File: src/rtl/osc_timebase_decim_if.sv
// Sample/config/strobe bundle between the ADC front end, the timebase decimator
// and the trigger stage.
interface osc_timebase_decim_if #(
  parameter int unsigned DIVW = 24,
  parameter int unsigned SHW  = 4
);
  logic signed [7:0] adc_din;
  logic              adc_valid;
  logic              cfg_ld;
  logic [DIVW-1:0]   div;
  logic [SHW-1:0]    sh;
  logic [1:0]        mode;
  logic signed [7:0] dout;
  logic              en;

  modport master (
    output adc_din, adc_valid, cfg_ld, div, sh, mode,
    input  dout, en
  );

  modport slave (
    input  adc_din, adc_valid, cfg_ld, div, sh, mode,
    output dout, en
  );
endinterface

File: src/rtl/osc_timebase_decim.sv
// Oscilloscope timebase decimator: plain sample, power-of-two average or
// alternating max/min peak over a programmable window of valid ADC samples.
module osc_timebase_decim #(
  parameter int unsigned DIVW = 24,
  parameter int unsigned SHW  = 4,
  parameter int unsigned ACCW = 23
) (
  input  logic                 clk,
  input  logic                 rst,
  osc_timebase_decim_if.slave  bus
);

  typedef enum logic [1:0] {
    MODE_SAMPLE = 2'd0,
    MODE_AVG    = 2'd1,
    MODE_PEAK   = 2'd2,
    MODE_RSVD   = 2'd3
  } mode_e;

  typedef enum logic {
    PH_MAX = 1'b0,
    PH_MIN = 1'b1
  } phase_e;

  logic [DIVW-1:0]          div_q, div_d, div_e;
  logic [SHW-1:0]           sh_q, sh_d, sh_e;
  mode_e                    mode_q, mode_d, mode_e_w;
  logic [DIVW-1:0]          cnt_q, cnt_d, cnt_c, last_idx;
  logic signed [ACCW-1:0]   acc_q, acc_d, acc_sum, din_x;
  logic signed [7:0]        pk_q, pk_d, pk_nx, avg_res;
  phase_e                   phase_q, phase_d, phase_c;
  logic signed [7:0]        dout_q, dout_d;
  logic                     en_q, en_d;
  logic                     first;

  assign bus.dout = dout_q;
  assign bus.en   = en_q;

  // A cfg_ld cycle runs its own sample under the new config with a fresh window,
  // so the "effective" config/count/phase below already include the load.
  always_comb begin
    div_e    = bus.cfg_ld ? bus.div : div_q;
    sh_e     = bus.cfg_ld ? bus.sh  : sh_q;
    mode_e_w = bus.cfg_ld ? mode_e'(bus.mode) : mode_q;
    cnt_c    = bus.cfg_ld ? '0 : cnt_q;
    phase_c  = bus.cfg_ld ? PH_MAX : phase_q;

    first    = (cnt_c == '0);
    din_x    = {{(ACCW-8){bus.adc_din[7]}}, bus.adc_din};
    acc_sum  = first ? din_x : acc_q + din_x;
    avg_res  = 8'(acc_sum >>> sh_e);

    if (first)
      pk_nx = bus.adc_din;
    else if (phase_c == PH_MAX)
      pk_nx = (bus.adc_din > pk_q) ? bus.adc_din : pk_q;
    else
      pk_nx = (bus.adc_din < pk_q) ? bus.adc_din : pk_q;

    last_idx = (mode_e_w == MODE_AVG) ? ((DIVW'(1) << sh_e) - DIVW'(1)) : div_e;

    div_d   = div_e;
    sh_d    = sh_e;
    mode_d  = mode_e_w;
    cnt_d   = cnt_c;
    phase_d = phase_c;
    acc_d   = bus.cfg_ld ? '0 : acc_q;
    pk_d    = pk_q;
    dout_d  = dout_q;
    en_d    = 1'b0;

    if (bus.adc_valid) begin
      acc_d = acc_sum;
      pk_d  = pk_nx;
      if (cnt_c == last_idx) begin
        cnt_d   = '0;
        en_d    = 1'b1;
        phase_d = (phase_c == PH_MAX) ? PH_MIN : PH_MAX;
        case (mode_e_w)
          MODE_AVG:  dout_d = avg_res;
          MODE_PEAK: dout_d = pk_nx;
          default:   dout_d = bus.adc_din;
        endcase
      end else begin
        cnt_d = cnt_c + DIVW'(1);
      end
    end
  end

  always_ff @(posedge clk) begin
    if (rst) begin
      div_q   <= '0;
      sh_q    <= '0;
      mode_q  <= MODE_SAMPLE;
      cnt_q   <= '0;
      acc_q   <= '0;
      pk_q    <= '0;
      phase_q <= PH_MAX;
      dout_q  <= '0;
      en_q    <= 1'b0;
    end else begin
      div_q   <= div_d;
      sh_q    <= sh_d;
      mode_q  <= mode_d;
      cnt_q   <= cnt_d;
      acc_q   <= acc_d;
      pk_q    <= pk_d;
      phase_q <= phase_d;
      dout_q  <= dout_d;
      en_q    <= en_d;
    end
  end

endmodule

File: src/flat_wrapper.sv
// flat-port wrapper written by rule: the top's interface ports become plain ports
module osc_timebase_decim_flat 
#(
  parameter int unsigned DIVW = 24,
  parameter int unsigned SHW  = 4,
  parameter int unsigned ACCW = 23
)
  (clk, rst, bus_adc_din, bus_adc_valid, bus_cfg_ld, bus_div, bus_sh, bus_mode, bus_dout, bus_en);
  osc_timebase_decim_if #(.DIVW(DIVW), .SHW(SHW)) bus_i ();
  input  logic clk;
  input  logic rst;
  input wire logic [$bits(bus_i.adc_din)-1:0] bus_adc_din;
  input wire logic [$bits(bus_i.adc_valid)-1:0] bus_adc_valid;
  input wire logic [$bits(bus_i.cfg_ld)-1:0] bus_cfg_ld;
  input wire logic [$bits(bus_i.div)-1:0] bus_div;
  input wire logic [$bits(bus_i.sh)-1:0] bus_sh;
  input wire logic [$bits(bus_i.mode)-1:0] bus_mode;
  output wire logic [$bits(bus_i.dout)-1:0] bus_dout;
  output wire logic [$bits(bus_i.en)-1:0] bus_en;
  assign bus_i.adc_din = bus_adc_din;
  assign bus_i.adc_valid = bus_adc_valid;
  assign bus_i.cfg_ld = bus_cfg_ld;
  assign bus_i.div = bus_div;
  assign bus_i.sh = bus_sh;
  assign bus_i.mode = bus_mode;
  assign bus_dout = bus_i.dout;
  assign bus_en = bus_i.en;
  osc_timebase_decim #(.DIVW(DIVW), .SHW(SHW), .ACCW(ACCW)) u_core (.clk(clk), .rst(rst), .bus(bus_i));
endmodule
File: config.mk
export PLATFORM = sky130hd
export DESIGN_NAME = osc_timebase_decim_flat
export DESIGN_NICKNAME = d
export VERILOG_FILES = /design/src/rtl/osc_timebase_decim_if.sv /design/src/rtl/osc_timebase_decim.sv /design/src/flat_wrapper.sv
export SDC_FILE = /design/constraint.sdc
export NUM_CORES = 1
export LEC_CHECK = 0
export BUFFER_PORTS_ARGS = -buffer_cell sky130_fd_sc_hd__buf_2
export CORE_MARGIN = 1
export CORE_UTILIZATION = 30
export DETAILED_ROUTE_END_ITERATION = 8
export PLACE_DENSITY = 0.56
export SLEW_MARGIN = 40
export SYNTH_ARGS = -nofsm -noshare
export SYNTH_HDL_FRONTEND = slang
export SYNTH_SLANG_ARGS = --single-unit
File: constraint.sdc
create_clock -name clk -period 6.9 [get_ports clk]
set_clock_uncertainty 0.2 [all_clocks]
set_input_delay 1.035 -clock clk [delete_from_list [all_inputs] [get_ports clk]]
set_output_delay 1.035 -clock clk [all_outputs]
set_load 0.05 [all_outputs]
==> metrics.md <==
| Metric | Value |
|---|---|
| Status | finished, final reports clean |
| Post-place instance area | 8672 um2 |
| Number of max-cap violations | 0 |
| Fraction of registers with async set or reset after synthesis | 0 |
| Clock power frac | 0.335 |
| Min-Delay Path Class | flop to flop |
| Detailed placer's ending HPWL | approximately 20000 um |
| CP required | around 7.0 ns |
| Setup repair bufs after CTS | 0 |
| CTS tree | yes |
| Root Buffer | clkbuf_16 |
| Syn nets | between 1000 and 1500 |
| CP Cell Sequence | buf_4, mux2_4, nor3_1, nand2_1, ha_1, nor3_1, a21oi_1, o221ai_2, or4b_1, a22oi_2, nand4b_4, nor3b_4, o2111ai_1, a2111oi_2, a21o_1 |
| Biggest area consumer among synthesized cells | dfxtp_1 |
| Final net count | between 1000 and 1500 |
| Crit path buf inv count | 1 |
| TritonRoute pass-1 iters | 6 |
| Final Setup Violations | 0 |
| VDD IR-drop max | 0.09187 mV |
| Global Route Usage Sum | 0.1963 |
| Vias per cell | between 5 and 6 |
| Sequential-to-total area share from yosys stat | 0.2312 |
| Unique cell type count in the Yosys netlist | 86 |
| Vias in the first global route | between 7000 and 8000 |
| Wire per inst | 18.81 um |
| YS warnings | 0 |
| Synthesized area | just over 8000 um2 |
| Antenna-violating nets left | 0 |
| Row cnt | 60 |
| Via count | ~8500 |
| Slew Limit Fails | 0 |
| RSZ-0062 raised after global routing | no |
| Clock H-tree levels | 3 |
| Post-synth EDFFs | 0 |
| Syn-to-layout area delta | 9.278% |
| Tot Pwr | ~1.6 mW |
| Core ar. | between 20000 and 30000 um2 |
| Pleak | approximately 3.4 nW |
| Yosys top cell area share | 0.2312 |
| 1st-iter DRT viols | 832 |
| # IOs | 51 |
| Final worst-path cycle share | 0.8223 |
| Max_slew headroom | 0.4628 |
| Data arrival, critical path | roughly 5.8 ns |
| Max Freq | approximately 180 MHz |
| CP Max Fanout | 39 |
| P_sw | between 0.5 and 0.6 mW |
| Internal power | about 1.0 mW |
| Hold-fix buffers, CTS | 0 |
| Fin crit period | approximately 5.7 ns |
| Critical Path Max Stage Delay | around 0.54 ns |
| Final hold vios | 0 |
| Total grt overflow | 0 |
| PostCTS Resize Cnt | 0 |
| Share of layout cells above drive strength 1 | 0.1037 |
| Avg Inst Size Synth | around 7.3 um2 |
| Post-Syn Instances | between 1000 and 1500 |
| CP startpoint kind | primary input |
| Initial core utilization | 0.3052 |
| Largest net degree at the start of global routing | 70 |
| Cell Pwr Density | around 180 nW/um2 |
| Sw frac | 0.3607 |
| Post-synthesis register bit count | 95 |
| Clk slew on worst S/H paths | 0.07 ns |
| Total die area | approximately 28000 um2 |
| CP endpoint kind | flop |
| # DRC | 0 |
| Critical path type | primary input to flop |
| Die Wd | about 170 um |
| Antenna violations before repair | 0 |
| Port bufs | 50 |
| CP delay by family, top | simple AND/OR/NAND/NOR gates |
| Combinational Power Share | 0.305 |
| Clock sink count | 95 |
| Slowest cell on crit path | nor3_1 |
| WL final | about 27000 um |
| Top FF cell, synth | dfxtp_1 |
| Critical path's most frequent cell | nor3_1 |
| Reg power frac | 0.360 |
| Clock latency on the worst-skew pair | roughly 0.36 ns |
| N_diodes | 0 |
| Setup_tns | 0 ns |
| Worst Tran Pin Value | between 0.7 and 0.8 ns |
| CTS buffer count | 9 |
| Chip Height | between 150 and 200 um |
| Design area | 8990 um2 |
| First-pass GRT wire length | about 45000 um |
| Synth area leaders | dfxtp_1 23%, nor2_1 7.2%, mux2i_1 5.5% |
| GP Congestion | around 0.95 |
| Worst-case clock buffer depth | 2 |
per-layer routing:
layer | vias up | track usage | part of all wire
met2 | 276 | 0.3129 | 0.45
met4 | 0 | 0.04388 | 0.017
li1 | 4112 | - | -
met5 | - | 0 | 0
met3 | 40 | 0.02813 | 0.054
met1 | 4057 | 0.2775 | 0.48
registers in the layout (all words and copies together), names as in the netlist:
register and flops:
u_core.cnt_q 24, u_core.acc_q 23, u_core.sh_q 4, u_core.bus.en 1
u_core.bus.dout 8, u_core.pk_q 8, u_core.mode_q 2, u_core.div_q 24
u_core.phase_q 1
cells by family (layout without fill, tap and decap cells):
family	Yosys count	after routing	share of synthesized area
fa+ha+maj	36	36	0.05567
mux	57	57	0.07468
flops	95	95	0.2312
xor+xnor	50	50	0.05323
simple gates	446	446	0.2622
compound gates	309	309	0.2583
buf+inv	132	126	0.06479
placed cells by master, fill, tap and decap left out, types with 11 or more instances in the layout:
master	synthesis	final
mux2i_1	45	43
nor2b_1	14	14
buf_4	2	15
nor4_1	11	11
nand4_1	18	18
o211ai_1	16	16
nor2_1	157	157
dfxtp_1	95	95
a211oi_1	13	13
nand2_1	87	87
a21oi_1	84	84
o21ai_0	47	47
nor3_1	48	48
inv_1	45	43
buf_2	12	49
a31oi_1	22	22
and3_1	12	12
nand3_1	46	46
xor2_1	20	20
xnor2_1	30	30
ha_1	35	35
area by class of cell:
type / instances / area [um2]
fill: 2904 / 17960
multi-input combinational: 898 / 5817
sequential: 95 / 1902
tap: 341 / 426.7
timing repair buffer: 65 / 369.1
clock buffer: 10 / 239.0
inverter: 45 / 168.9
clock inverter: 6 / 67.56
power groups by stage:
| stage | logic (mW) | registers [mW] | clock network (mW) |
|---|---|---|---|
| finish | 0.496 | 0.586 | 0.544 |
| floorplan | 0.361 | 0.592 | 0 |
| CTS | 0.489 | 0.586 | 0.553 |
| global route | 0.547 | 0.589 | 0.579 |
| global placement | 0.486 | 0.598 | 0 |
| detailed placement | 0.486 | 0.599 | 0 |
worst paths after layout:
kind,startpoint,endpoint,slack (ns),depth (start not counted)
worst max-delay path,bus_cfg_ld,u_core.bus.dout[4],1.23,15
worst min-delay path,u_core.bus.dout[3],u_core.bus.dout[3],0.28,1
worst max register to register,u_core.sh_q[1],u_core.bus.dout[4],1.94,14
worst min register to register,u_core.bus.dout[3],u_core.bus.dout[3],0.28,1
Yosys cell counts, drive strengths merged (18+ instances only):
cell type	n
a21oi	84
a31oi	22
buf	21
clkbuf	66
dfxtp	95
ha	35
inv	45
mux2i	46
nand2	87
nand3	46
nand4	18
nor2	157
nor3	49
o21ai	50
xnor2	30
xor2	20
metrics by stage:
stage / instances / hold slack [ns] / worst slack, ns / utilization
after floorplan: 1125 / 0.2489 / 1.600 / -
after global placement: 1443 / 0.2608 / 1.075 / 0.3218
after detailed placement: 1443 / 0.2577 / 0.8996 / 0.3218
after CTS: 1459 / 0.2823 / 1.262 / 0.3331
after global routing: 1460 / 0.2989 / 0.8202 / 0.3336
final: 1460 / 0.2837 / 1.226 / 0.3336
Power figures use the tool's default switching activity.
